$ cat config.mk
export PLATFORM = sky130hd
export DESIGN_NAME = hsv_mode_engine_flat
export DESIGN_NICKNAME = d
export VERILOG_FILES = /design/src/rtl/hsv_pkg.sv /design/src/rtl/hsv_mode_engine_if.sv /design/src/rtl/hsv2rgb_seq.sv /design/src/rtl/hsv_mode_engine.sv /design/src/flat_wrapper.sv
export SDC_FILE = /design/constraint.sdc
export NUM_CORES = 2
export LEC_CHECK = 0
export ABC_CLOCK_PERIOD_IN_PS = 9730
export CORE_AREA = 4 4 207 209
export DETAILED_ROUTE_END_ITERATION = 8
export DIE_AREA = 0 0 211 213
export GPL_TIMING_DRIVEN = 0
export PLACE_DENSITY = 0.82
export SLEW_MARGIN = 20
export SYNTH_ARGS = -nofsm -noshare
export SYNTH_HDL_FRONTEND = slang
export SYNTH_HIERARCHICAL = 1
export SYNTH_SLANG_ARGS = --single-unit
$ cat constraint.sdc
create_clock -name clk -period 9.73 [get_ports clk]
set_clock_uncertainty 0.1 [all_clocks]
set_input_delay 1.4595 -clock clk [delete_from_list [all_inputs] [get_ports clk]]
set_output_delay 1.4595 -clock clk [all_outputs]
set_load 0.05 [all_outputs]
$ cat src/rtl/hsv_pkg.sv
`default_nettype none
// +----------------------------------------------------------------------------+
// | Module   : hsv_pkg                                                         |
// | Purpose  : Shared constants, converter state type and hue wrap helper for  |
// |            the HSV mode engine.                                            |
// | Revision : 1.0 - initial release                                           |
// +----------------------------------------------------------------------------+
package hsv_pkg;

   // Mode codes produced by the button mode selector
   localparam logic [3:0] MODE_HUE_INIT  = 4'd0;
   localparam logic [3:0] MODE_HUE_ADD60 = 4'd1;
   localparam logic [3:0] MODE_HUE_STEP  = 4'd2;
   localparam logic [3:0] MODE_HUE_SET   = 4'd3;
   localparam logic [3:0] MODE_SAT_SET   = 4'd4;
   localparam logic [3:0] MODE_VAL_SET   = 4'd5;
   localparam logic [3:0] MODE_SV_HALF   = 4'd6;

   localparam logic [8:0]  HUE_MAX  = 9'd359;
   localparam logic [6:0]  PCT_MAX  = 7'd100;
   localparam logic [6:0]  PCT_HALF = 7'd50;
   localparam logic [7:0]  SCALE_8B = 8'd255;
   localparam logic [12:0] SCALE_QT = 13'd6000;   // 60 (degrees/sector) * 100 (percent)

   typedef enum logic [2:0] {
      ST_IDLE   = 3'd0,
      ST_SECTOR = 3'd1,
      ST_MUL    = 3'd2,
      ST_DIV_VM = 3'd3,
      ST_DIV_P  = 3'd4,
      ST_DIV_Q  = 3'd5,
      ST_DIV_T  = 3'd6,
      ST_OUT    = 3'd7
   } conv_state_t;

   // (h + inc) mod 360, valid for h <= 359 and inc <= 60
   function automatic logic [8:0] hue_add(input logic [8:0] h, input logic [8:0] inc);
      logic [9:0] sum;
      sum = {1'b0, h} + {1'b0, inc};
      if (sum > {1'b0, HUE_MAX})
         return 9'(sum - 10'd360);
      return 9'(sum);
   endfunction

endpackage
`default_nettype wire

$ cat src/rtl/hsv_mode_engine_if.sv
`default_nettype none
// +----------------------------------------------------------------------------+
// | Module   : hsv_mode_engine_if                                              |
// | Purpose  : Bundles the mode engine's user-facing signals.                  |
// |            master : drives mode, h_in, s_in, v_in; observes the results.   |
// |            slave  : the engine; drives hue/sat/val, rgb_*, conv_done, pwm. |
// | Revision : 1.0 - initial release                                           |
// +----------------------------------------------------------------------------+
interface hsv_mode_engine_if;
   logic [3:0] mode;
   logic [8:0] h_in;
   logic [6:0] s_in;
   logic [6:0] v_in;
   logic [8:0] hue;
   logic [6:0] sat;
   logic [6:0] val;
   logic [7:0] rgb_r;
   logic [7:0] rgb_g;
   logic [7:0] rgb_b;
   logic       conv_done;
   logic       pwm_r;
   logic       pwm_g;
   logic       pwm_b;

   modport master (
      output mode, h_in, s_in, v_in,
      input  hue, sat, val, rgb_r, rgb_g, rgb_b, conv_done, pwm_r, pwm_g, pwm_b
   );

   modport slave (
      input  mode, h_in, s_in, v_in,
      output hue, sat, val, rgb_r, rgb_g, rgb_b, conv_done, pwm_r, pwm_g, pwm_b
   );
endinterface
`default_nettype wire

$ cat src/rtl/hsv2rgb_seq.sv
`default_nettype none
// +----------------------------------------------------------------------------+
// | Module   : hsv2rgb_seq                                                     |
// | Purpose  : Multi-cycle HSV -> RGB888 converter built around one shared     |
// |            restoring divider (quotient always fits in 8 bits).             |
// | Ports    : clk, reset          - clock, synchronous active-high reset      |
// |            start, h, s, v      - start pulse and operands (latched)        |
// |            busy                - conversion in progress                    |
// |            done, r, g, b       - one-cycle pulse with updated colour       |
// | Revision : 1.0 - initial release                                           |
// +----------------------------------------------------------------------------+
module hsv2rgb_seq
   import hsv_pkg::*;
(
   input  logic       clk,
   input  logic       reset,
   input  logic       start,
   input  logic [8:0] h,
   input  logic [6:0] s,
   input  logic [6:0] v,
   output logic       busy,
   output logic       done,
   output logic [7:0] r,
   output logic [7:0] g,
   output logic [7:0] b
);

   conv_state_t state_q, state_d;
   logic [6:0]  s_q, s_d, v_q, v_d;
   logic [2:0]  sec_q, sec_d;
   logic [5:0]  f_q, f_d;
   logic [6:0]  kp_q, kp_d;             // 100 - s
   logic [12:0] kq_q, kq_d, kt_q, kt_d; // 6000 - s*f, 6000 - s*(60-f)
   logic [20:0] num_q, num_d;           // dividend / running remainder
   logic [12:0] den_q, den_d;
   logic [7:0]  quo_q, quo_d;
   logic [2:0]  bit_q, bit_d;           // quotient bit under trial
   logic [7:0]  vm_q, vm_d, p_q, p_d, q_q, q_d, t_q, t_d;
   logic [7:0]  r_q, r_d, g_q, g_d, b_q, b_d;
   logic        done_q, done_d;

   // One restoring-division step: try subtracting den << bit
   logic [20:0] trial, num_step;
   logic [7:0]  quo_step;
   logic        fits, last;
   logic [12:0] sf, sg;

   always_comb begin
      trial    = 21'(den_q) << bit_q;
      fits     = (num_q >= trial);
      num_step = fits ? (num_q - trial) : num_q;
      quo_step = fits ? (quo_q | (8'd1 << bit_q)) : quo_q;
      last     = (bit_q == 3'd0);
      sf       = 13'(s_q) * 13'(f_q);
      sg       = 13'(s_q) * 13'(7'd60 - {1'b0, f_q});
   end

   always_comb begin
      state_d = state_q;
      s_d = s_q;  v_d = v_q;  sec_d = sec_q;  f_d = f_q;
      kp_d = kp_q;  kq_d = kq_q;  kt_d = kt_q;
      num_d = num_q;  den_d = den_q;  quo_d = quo_q;  bit_d = bit_q;
      vm_d = vm_q;  p_d = p_q;  q_d = q_q;  t_d = t_q;
      r_d = r_q;  g_d = g_q;  b_d = b_q;
      done_d = 1'b0;

      if (state_q inside {ST_SECTOR, ST_DIV_VM, ST_DIV_P, ST_DIV_Q, ST_DIV_T}) begin
         num_d = num_step;
         quo_d = quo_step;
         bit_d = bit_q - 3'd1;
      end

      case (state_q)
         ST_IDLE: begin
            if (start) begin
               s_d     = s;
               v_d     = v;
               num_d   = 21'(h);
               den_d   = 13'd60;
               quo_d   = '0;
               bit_d   = 3'd2;            // h <= 359 < 60*8
               state_d = ST_SECTOR;
            end
         end
         ST_SECTOR: begin
            if (last) begin
               sec_d   = quo_step[2:0];
               f_d     = num_step[5:0];
               state_d = ST_MUL;
            end
         end
         ST_MUL: begin
            kp_d    = PCT_MAX - s_q;
            kq_d    = SCALE_QT - sf;
            kt_d    = SCALE_QT - sg;
            num_d   = 21'(v_q) * 21'(SCALE_8B);
            den_d   = 13'(PCT_MAX);
            quo_d   = '0;
            bit_d   = 3'd7;
            state_d = ST_DIV_VM;
         end
         ST_DIV_VM: begin
            if (last) begin
               vm_d    = quo_step;
               num_d   = 21'(quo_step) * 21'(kp_q);
               den_d   = 13'(PCT_MAX);
               quo_d   = '0;
               bit_d   = 3'd7;
               state_d = ST_DIV_P;
            end
         end
         ST_DIV_P: begin
            if (last) begin
               p_d     = quo_step;
               num_d   = 21'(vm_q) * 21'(kq_q);
               den_d   = SCALE_QT;
               quo_d   = '0;
               bit_d   = 3'd7;
               state_d = ST_DIV_Q;
            end
         end
         ST_DIV_Q: begin
            if (last) begin
               q_d     = quo_step;
               num_d   = 21'(vm_q) * 21'(kt_q);
               den_d   = SCALE_QT;
               quo_d   = '0;
               bit_d   = 3'd7;
               state_d = ST_DIV_T;
            end
         end
         ST_DIV_T: begin
            if (last) begin
               t_d     = quo_step;
               state_d = ST_OUT;
            end
         end
         ST_OUT: begin
            // All three channels and done are registered together
            case (sec_q)
               3'd0:    begin r_d = vm_q; g_d = t_q;  b_d = p_q;  end
               3'd1:    begin r_d = q_q;  g_d = vm_q; b_d = p_q;  end
               3'd2:    begin r_d = p_q;  g_d = vm_q; b_d = t_q;  end
               3'd3:    begin r_d = p_q;  g_d = q_q;  b_d = vm_q; end
               3'd4:    begin r_d = t_q;  g_d = p_q;  b_d = vm_q; end
               default: begin r_d = vm_q; g_d = p_q;  b_d = q_q;  end
            endcase
            done_d  = 1'b1;
            state_d = ST_IDLE;
         end
         default: state_d = ST_IDLE;
      endcase
   end

   always_ff @(posedge clk) begin
      if (reset) begin
         state_q <= ST_IDLE;
         s_q <= '0;  v_q <= '0;  sec_q <= '0;  f_q <= '0;
         kp_q <= '0;  kq_q <= '0;  kt_q <= '0;
         num_q <= '0;  den_q <= '0;  quo_q <= '0;  bit_q <= '0;
         vm_q <= '0;  p_q <= '0;  q_q <= '0;  t_q <= '0;
         r_q <= '0;  g_q <= '0;  b_q <= '0;
         done_q <= 1'b0;
      end else begin
         state_q <= state_d;
         s_q <= s_d;  v_q <= v_d;  sec_q <= sec_d;  f_q <= f_d;
         kp_q <= kp_d;  kq_q <= kq_d;  kt_q <= kt_d;
         num_q <= num_d;  den_q <= den_d;  quo_q <= quo_d;  bit_q <= bit_d;
         vm_q <= vm_d;  p_q <= p_d;  q_q <= q_d;  t_q <= t_d;
         r_q <= r_d;  g_q <= g_d;  b_q <= b_d;
         done_q <= done_d;
      end
   end

   assign busy = (state_q != ST_IDLE);
   assign done = done_q;
   assign r    = r_q;
   assign g    = g_q;
   assign b    = b_q;

endmodule
`default_nettype wire

$ cat src/rtl/hsv_mode_engine.sv
`default_nettype none
// +----------------------------------------------------------------------------+
// | Module   : hsv_mode_engine                                                 |
// | Purpose  : Applies mode actions to the H/S/V registers, requests HSV->RGB  |
// |            conversions on any change and drives three 8-bit PWM outputs.   |
// | Ports    : clk, reset - clock, synchronous active-high reset               |
// |            bus        - slave side: mode/h_in/s_in/v_in in; hue/sat/val,   |
// |                         rgb_*, conv_done, pwm_* out                        |
// | Revision : 1.0 - initial release                                           |
// +----------------------------------------------------------------------------+
module hsv_mode_engine
   import hsv_pkg::*;
#(
   parameter int unsigned STEP_DIV = 4194304,
   parameter logic [8:0]  H_RESET  = 9'd120
)(
   input  logic             clk,
   input  logic             reset,
   hsv_mode_engine_if.slave bus
);

   localparam int unsigned         STEP_W    = (STEP_DIV > 1) ? $clog2(STEP_DIV) : 1;
   localparam logic [STEP_W-1:0]   STEP_LAST = STEP_W'(STEP_DIV - 1);

   logic [8:0]        hue_q, hue_d, hue_prev_q;
   logic [6:0]        sat_q, sat_d, sat_prev_q;
   logic [6:0]        val_q, val_d, val_prev_q;
   logic [3:0]        mode_prev_q;
   logic [STEP_W-1:0] step_q, step_d;
   logic              first_q;              // forces a conversion right after reset
   logic              pend_q, pend_d;
   logic [7:0]        pcnt_q, duty_r_q, duty_g_q, duty_b_q;
   logic [7:0]        duty_r_d, duty_g_d, duty_b_d;

   logic              entry, req, start;
   logic              conv_busy, conv_done;
   logic [7:0]        conv_r, conv_g, conv_b;

   hsv2rgb_seq u_conv (
      .clk   (clk),
      .reset (reset),
      .start (start),
      .h     (hue_q),
      .s     (sat_q),
      .v     (val_q),
      .busy  (conv_busy),
      .done  (conv_done),
      .r     (conv_r),
      .g     (conv_g),
      .b     (conv_b)
   );

   always_comb begin
      entry  = (bus.mode != mode_prev_q);
      hue_d  = hue_q;
      sat_d  = sat_q;
      val_d  = val_q;
      step_d = '0;

      case (bus.mode)
         MODE_HUE_INIT:  if (entry) hue_d = H_RESET;
         MODE_HUE_ADD60: if (entry) hue_d = hue_add(hue_q, 9'd60);
         MODE_HUE_STEP: begin
            // The entry cycle only clears the counter; stepping starts after it
            if (!entry) begin
               if (step_q == STEP_LAST)
                  hue_d = hue_add(hue_q, 9'd1);
               else
                  step_d = step_q + STEP_W'(1);
            end
         end
         MODE_HUE_SET:   hue_d = (bus.h_in > HUE_MAX) ? HUE_MAX : bus.h_in;
         MODE_SAT_SET:   sat_d = (bus.s_in > PCT_MAX) ? PCT_MAX : bus.s_in;
         MODE_VAL_SET:   val_d = (bus.v_in > PCT_MAX) ? PCT_MAX : bus.v_in;
         MODE_SV_HALF: begin
            if (entry) begin
               sat_d = PCT_HALF;
               val_d = PCT_HALF;
            end
         end
         default: ;
      endcase

      // A request while busy is folded into a single pending conversion,
      // which starts from the then-current H/S/V once the converter is idle.
      req    = first_q | (hue_q != hue_prev_q) | (sat_q != sat_prev_q) | (val_q != val_prev_q);
      start  = !conv_busy && (req || pend_q);
      pend_d = conv_busy && (req || pend_q);

      // Duty only reloads at the end of a PWM period
      duty_r_d = duty_r_q;
      duty_g_d = duty_g_q;
      duty_b_d = duty_b_q;
      if (pcnt_q == 8'hFF) begin
         duty_r_d = conv_r;
         duty_g_d = conv_g;
         duty_b_d = conv_b;
      end
   end

   always_ff @(posedge clk) begin
      if (reset) begin
         hue_q       <= H_RESET;
         sat_q       <= PCT_MAX;
         val_q       <= PCT_MAX;
         hue_prev_q  <= H_RESET;
         sat_prev_q  <= PCT_MAX;
         val_prev_q  <= PCT_MAX;
         mode_prev_q <= '0;
         step_q      <= '0;
         first_q     <= 1'b1;
         pend_q      <= 1'b0;
         pcnt_q      <= '0;
         duty_r_q    <= '0;
         duty_g_q    <= '0;
         duty_b_q    <= '0;
      end else begin
         hue_q       <= hue_d;
         sat_q       <= sat_d;
         val_q       <= val_d;
         hue_prev_q  <= hue_q;
         sat_prev_q  <= sat_q;
         val_prev_q  <= val_q;
         mode_prev_q <= bus.mode;
         step_q      <= step_d;
         first_q     <= 1'b0;
         pend_q      <= pend_d;
         pcnt_q      <= pcnt_q + 8'd1;
         duty_r_q    <= duty_r_d;
         duty_g_q    <= duty_g_d;
         duty_b_q    <= duty_b_d;
      end
   end

   assign bus.hue       = hue_q;
   assign bus.sat       = sat_q;
   assign bus.val       = val_q;
   assign bus.rgb_r     = conv_r;
   assign bus.rgb_g     = conv_g;
   assign bus.rgb_b     = conv_b;
   assign bus.conv_done = conv_done;
   assign bus.pwm_r     = (pcnt_q < duty_r_q);
   assign bus.pwm_g     = (pcnt_q < duty_g_q);
   assign bus.pwm_b     = (pcnt_q < duty_b_q);

endmodule
`default_nettype wire
$ cat src/flat_wrapper.sv
// flat-port wrapper written by rule: the top's interface ports become plain ports
module hsv_mode_engine_flat import hsv_pkg::*;
#(
   parameter int unsigned STEP_DIV = 4194304,
   parameter logic [8:0]  H_RESET  = 9'd120
)
  (clk, reset, bus_mode, bus_h_in, bus_s_in, bus_v_in, bus_hue, bus_sat, bus_val, bus_rgb_r, bus_rgb_g, bus_rgb_b, bus_conv_done, bus_pwm_r, bus_pwm_g, bus_pwm_b);
  hsv_mode_engine_if bus_i ();
  input  logic clk;
  input  logic reset;
  input wire logic [$bits(bus_i.mode)-1:0] bus_mode;
  input wire logic [$bits(bus_i.h_in)-1:0] bus_h_in;
  input wire logic [$bits(bus_i.s_in)-1:0] bus_s_in;
  input wire logic [$bits(bus_i.v_in)-1:0] bus_v_in;
  output wire logic [$bits(bus_i.hue)-1:0] bus_hue;
  output wire logic [$bits(bus_i.sat)-1:0] bus_sat;
  output wire logic [$bits(bus_i.val)-1:0] bus_val;
  output wire logic [$bits(bus_i.rgb_r)-1:0] bus_rgb_r;
  output wire logic [$bits(bus_i.rgb_g)-1:0] bus_rgb_g;
  output wire logic [$bits(bus_i.rgb_b)-1:0] bus_rgb_b;
  output wire logic [$bits(bus_i.conv_done)-1:0] bus_conv_done;
  output wire logic [$bits(bus_i.pwm_r)-1:0] bus_pwm_r;
  output wire logic [$bits(bus_i.pwm_g)-1:0] bus_pwm_g;
  output wire logic [$bits(bus_i.pwm_b)-1:0] bus_pwm_b;
  assign bus_i.mode = bus_mode;
  assign bus_i.h_in = bus_h_in;
  assign bus_i.s_in = bus_s_in;
  assign bus_i.v_in = bus_v_in;
  assign bus_hue = bus_i.hue;
  assign bus_sat = bus_i.sat;
  assign bus_val = bus_i.val;
  assign bus_rgb_r = bus_i.rgb_r;
  assign bus_rgb_g = bus_i.rgb_g;
  assign bus_rgb_b = bus_i.rgb_b;
  assign bus_conv_done = bus_i.conv_done;
  assign bus_pwm_r = bus_i.pwm_r;
  assign bus_pwm_g = bus_i.pwm_g;
  assign bus_pwm_b = bus_i.pwm_b;
  hsv_mode_engine #(.STEP_DIV(STEP_DIV), .H_RESET(H_RESET)) u_core (.clk(clk), .reset(reset), .bus(bus_i));
endmodule
Word-level counts from Yosys, hierarchy flattened

Index checks and enable logic that the tools add are counted.

Eq/ne operators: 35
Shift-type cells: 2
Reductions and logical operators: 32
$add $sub $neg: 12
Mux-type cells: 54
Bitwise logic cells: 5
Order comparisons: 9
Multipliers: 6

Operators by type and width:

| kind                   | count |
|---|---|
| $mux 21                | 6 |
| $pmux 21 s5            | 1 |
| $pmux 8 s3             | 4 |
| $mux 9                 | 9 |
| $pmux 13 s4            | 1 |
| $mul 8x13->21          | 2 |
| $mux 13                | 3 |
| $pmux 9 s4             | 1 |
| $mux 8                 | 4 |
| $pmux 7 s2             | 2 |
| $mux 3                 | 9 |
| $sub 13x13->13 const A | 2 |
| $lt 8x8->1             | 3 |
| $pmux 3 s8             | 1 |
| $add 22x1->22 const B  | 1 |
| $eq 22x22->1 const B   | 1 |
| $ge 21x21->1           | 1 |
| $mux 7                 | 3 |
| $shl 13x3->21          | 1 |
| $sub 21x21->21         | 1 |
| $gt 10x9->1 const B    | 2 |
| $sub 9x9->9 const B    | 2 |
| $reduce_and 2->1       | 8 |
| $eq 3x3->1 const B     | 5 |
| other kinds (44)       | 82 |

Logic and storage cells: 189
Output and inout bits: 51
Bits of input ports: 29
Register bits: 267

Logic depth before layout (Yosys ltp)

Depth in word-level cells: 10
Gate-level depth with buffers: 34
Depth with buffers taken out: 32

Cells and area by module

Netlist, hierarchy kept.

By module, submodules not included:

| module          | area an instance (um2) | cells each | seq. area each (um2) | times used |
|---|---|---|---|---|
| hsv2rgb_seq     | 20574.7                | 2526       | 3062.9               | 1 |
| hsv_mode_engine | 5525.3                 | 666        | 2122.0               | 1 |

Worst setup path before layout

OpenSTA, ideal clock, no wires.

Kind: register to register
From: register u_core.u_conv.bit_q[1]
To: register u_core.u_conv.num_q[12]
Library setup time: 70 ps
Path buffers: 2
Data required time: 9560 ps
Stages on the path, launching flop included: 32
Period minus slack after synthesis: 7147 ps
Arrival time: 6976 ps
Setup slack: 2583 ps
Cell sequence: dfxtp_1 > clkbuf_1 > mux2_2 > nor2_1 > a21oi_1 > nor2b_1 > a31oi_1 > ha_1 > and4_1 > a21oi_4 > o211ai_2 > a21boi_4 > nor2_2 > a21oi_1 > buf_4 > nor2b_1 > fa_1 > fa_1 > fa_1 > inv_1 > fa_1 > inv_1 > ha_1 > or2_2 > a21oi_1 > a21oi_1 > a41oi_1 > nor2b_1 > xnor2_1 > o21ai_0 > a22o_1 > a21oi_1

Longest elaborated chain between the ends: 6
Elaborated cells on any way between the ends: 15
Those cells by class: add/sub (1); mul (1); order compare (1); shift (2); mux (8); bitwise (1); reduce/logical (1)

Ends and longest elaborated chain:

| element                                      | line                                  | text |
|---|---|---|
| from (decl)                                  | hsv2rgb_seq.sv:37                     | `logic [2:0] bit_q, bit_d;` |
| from (signal assigned)                       | hsv2rgb_seq.sv:168                    | `num_q <= num_d; den_q <= den_d; quo_q <= quo_d; bit_q <= bit_d;` |
| $shl 13x3->21 or $shl 1x3->8 (tied branches) | hsv2rgb_seq.sv:49, hsv2rgb_seq.sv:52  |  |
| $ge 21x21->1, or another cell as far along   | hsv2rgb_seq.sv:50                     | `fits = (num_q >= trial);` |
| $mux 8 or $mux 21 (tied branches)            | hsv2rgb_seq.sv:52, hsv2rgb_seq.sv:51  |  |
| $mul 8x7->15 or $mux 21 (tied branches)      | hsv2rgb_seq.sv:105, hsv2rgb_seq.sv:67 |  |
| $mux 21, on equally long branches            | --                                    |  |
| $pmux 21 s5 *                                | hsv2rgb_seq.sv:73                     | `case (state_q)` |
| to (signal assigned)                         | hsv2rgb_seq.sv:168                    |  |
| to (decl)                                    | hsv2rgb_seq.sv:34                     | `logic [20:0] num_q, num_d;` |

Every way passes the cells marked *; elsewhere a longest branch is shown, timed or not.
A chain may end at the register's enable or synchronous reset.

Final worst setup path

Ends and elaborated chain as after synthesis.

==> metrics <==
status=finished, final reports clean; Crit-path slowest cell=fa_1; design area=28,490 um2; vias=23,260; Core Rows=74; post-route ant nets=0; Post-Place Worst Slack=0.9209 ns; Total GRT Usage=33.86%; Synth area leaders=dfxtp_1 20%, fa_1 18%, ha_1 13%; largest net degree at the start of global routing=16; total of fill cells in the finished design=3,310; drt first pass iters=5; EDFF count, synth=0; final WL=76,770 um; CP Class=register to register; Post-CTS Hold Buffers=0; Peak VDD IR=0.2278 mV; worst min path class=register to register; Leakage=12.62 nW; area fraction of the dominant cell type after synthesis=19.87%; Final Max Slew Viols=0; Pwr Total=6.354 mW; Worst EP required=10.12 ns; grt met2 use=56.89%; first-pass GRT wire length=123,000 um; fin worst setup slack=0.7843 ns; crit path DAT=9.34 ns; combinational power share=62.1%; Net Count, Synth=3,715; vias in the first global route=23,500; max_cap viols=0; initial antenna violation count=0; Clk pwr share=17.2%; worst-skew pair later-pin latency=0.59 ns; GRT Residual Overflow=0; CTS tree=yes; fin crit share=91.94%; sequential cell area fraction in the yosys report=19.87%; gpl congestion=1.008; vias per inst=6.036; Startpoint Class=register; Root Driver=clkbuf_16; GR Util met1=44.07%; leading area contributor after synthesis=dfxtp_1; CP Capture Type=register; die height=213 um; cts bufs inserted=29; Flop pwr share=20.8%; Clk pin slew, worst setup/hold paths=0.06 ns; pwr dens=223.0 nW/um2; post-DP HPWL=61,180 um; Syn Area/Cell=8.177 um2; Setup Buffers After CTS=0; Starting Density=63.92%; core area=40,830 um2; internal power=3.215 mW; Ant. Diodes=0; Synth Cell Area=26,100 um2; commonest cells after routing, fill and taps aside=396 x nand2_1, 357 x inv_1, 265 x ha_1; post-cts resize count=0; gr busiest metal=met2; Routed wire per std cell=19.93 um; Yosys Warn Count=6; Net Switching=3.139 mW; port bufs=78; most common cell after layout, fill and taps aside=nand2_1; CTS H-tree depth=1; Post-Place Cell Area=27,560 um2; I/O pin count=80; asr flop ratio synth=0%; Seq cells post-synth=259; final hold vios=0; Max-slew headroom=27.19%; Sw Share=49.41%; unrepaired setup endpoints after global routing=no; Crit Path Max Fanout=10; M3 GR Usage=5.818%; DRC=0; FF/Latch Area=5185 um2; Clock Sinks=259; Setup Viol. Count Final=0; initial drt markers=1,850; setup TNS=0 ns; CP max stage delay=0.56 ns; cell count after synthesis=3,192; min cycle time layout=8.946 ns; Cell variety after synth=88; Nets=3,825; synth-to-layout area growth=9.175%; Die ar.=44,940 um2; fmax=111.8 MHz; CTS max path bufs=3; area of the multi-input gates=18,930 um2; Slew @ Worst Pin=1.088 ns; layout cells sized above 1=3.523%; Die Wd=211 um; Top FF cell, synth=dfxtp_1
==> cell usage after synthesis (41+ instances only) <==
cell type,number
a21o_1,41
ha_1,265
inv_1,357
a211oi_1,73
nor2b_1,63
a21oi_1,220
fa_1,229
nor2_1,234
xnor2_1,75
nand3_1,55
dfxtp_1,259
o21ai_0,103
and2_1,151
nand2_1,396
nor3_1,48
clkbuf_1,138
xor2_1,87
==> layout make-up <==
| cell class | instances | area share, % |
|---|---|---|
| plain buffers | 166 | 2.283 |
| clock buffers | 39 | 2.819 |
| clock inverters | 11 | 0.4611 |
| inverters | 358 | 4.716 |
| multi-input cells | 2409 | 66.42 |
| flip-flops and latches | 259 | 18.20 |
| well taps | 532 | 2.336 |
| repair buffers | 79 | 2.766 |
==> flip-flops by register name, summed over array words and instances, names as in the netlist, 8 cells and up, named ones only <==
register	flops
u_core/step_q	22
u_core/u_conv/num_q	19
u_core/u_conv/kq_q	13
u_core/u_conv/kt_q	12
u_core/bus.hue	9
u_core/hue_prev_q	9
u_core/duty_b_q	8
u_core/duty_g_q	8
u_core/duty_r_q	8
u_core/pcnt_q	8
u_core/u_conv/b	8
u_core/u_conv/g	8
u_core/u_conv/p_q	8
u_core/u_conv/q_q	8
u_core/u_conv/quo_q	8
u_core/u_conv/r	8
u_core/u_conv/t_q	8
u_core/u_conv/vm_q	8
==> stage by stage <==
step	utilization [%]	hold slack, ns	cells
after floorplan	-	0.3284	3192
after global placement	67.46	0.3431	3802
after detailed placement	67.50	0.3510	3803
after CTS	69.79	0.3614	3853
after global routing	69.79	0.3809	3853
final	69.79	0.3609	3853
==> cell families (layout without fill, tap and decap cells) <==
group / count (synthesis) / count (layout) / share of synthesized area (%)
and+or+nand+nor: 1087 / 1087 / 19.86
AOI/OAI and AO/OA: 633 / 633 / 15.64
buffers and inverters: 524 / 653 / 7.641
adders and majority gates: 494 / 494 / 30.27
DFF: 259 / 259 / 19.87
xor gates and xnor gates: 162 / 162 / 5.436
muxes: 33 / 33 / 1.290
==> final timing paths <==
check,start,end,slack [ns],depth (start not counted)
worst max-delay path,u_core/u_conv/bit_q[1],u_core/u_conv/num_q[12],0.78,33
worst min register to register,u_core/duty_g_q[4],u_core/duty_g_q[4],0.36,2
worst min-delay path,u_core/duty_g_q[4],u_core/duty_g_q[4],0.36,2
worst max register to register,u_core/u_conv/bit_q[1],u_core/u_conv/num_q[12],0.78,33
==> critical path: cells and delay by family, from the launching register on <==
kind	cells	cell delay [ns]
compound gates	13	2.87
fa+ha+maj	6	2.83
buf+inv	7	1.53
simple gates	5	0.65
flops	1	0.36
xor+xnor	1	0.35
mux	1	0.14
==> power groups by stage <==
| stage | clock, mW | sequential [mW] | combinational, mW |
|---|---|---|---|
| floorplan | 0 | 1.30 | 2.79 |
| global placement | 0 | 1.33 | 3.72 |
| detailed placement | 0 | 1.34 | 3.82 |
| CTS | 1.10 | 1.31 | 3.85 |
| global route | 1.14 | 1.33 | 4.30 |
| finish | 1.09 | 1.32 | 3.94 |
==> per-layer routing <==
layer | vias to the layer above | routed length [um]
li1 | 10830 | -
met2 | 912 | 35710
met1 | 11320 | 31470
met4 | 0 | 3312
met3 | 195 | 6279
met5 | - | 0
No activity file was read; power rests on OpenSTA's default activity.
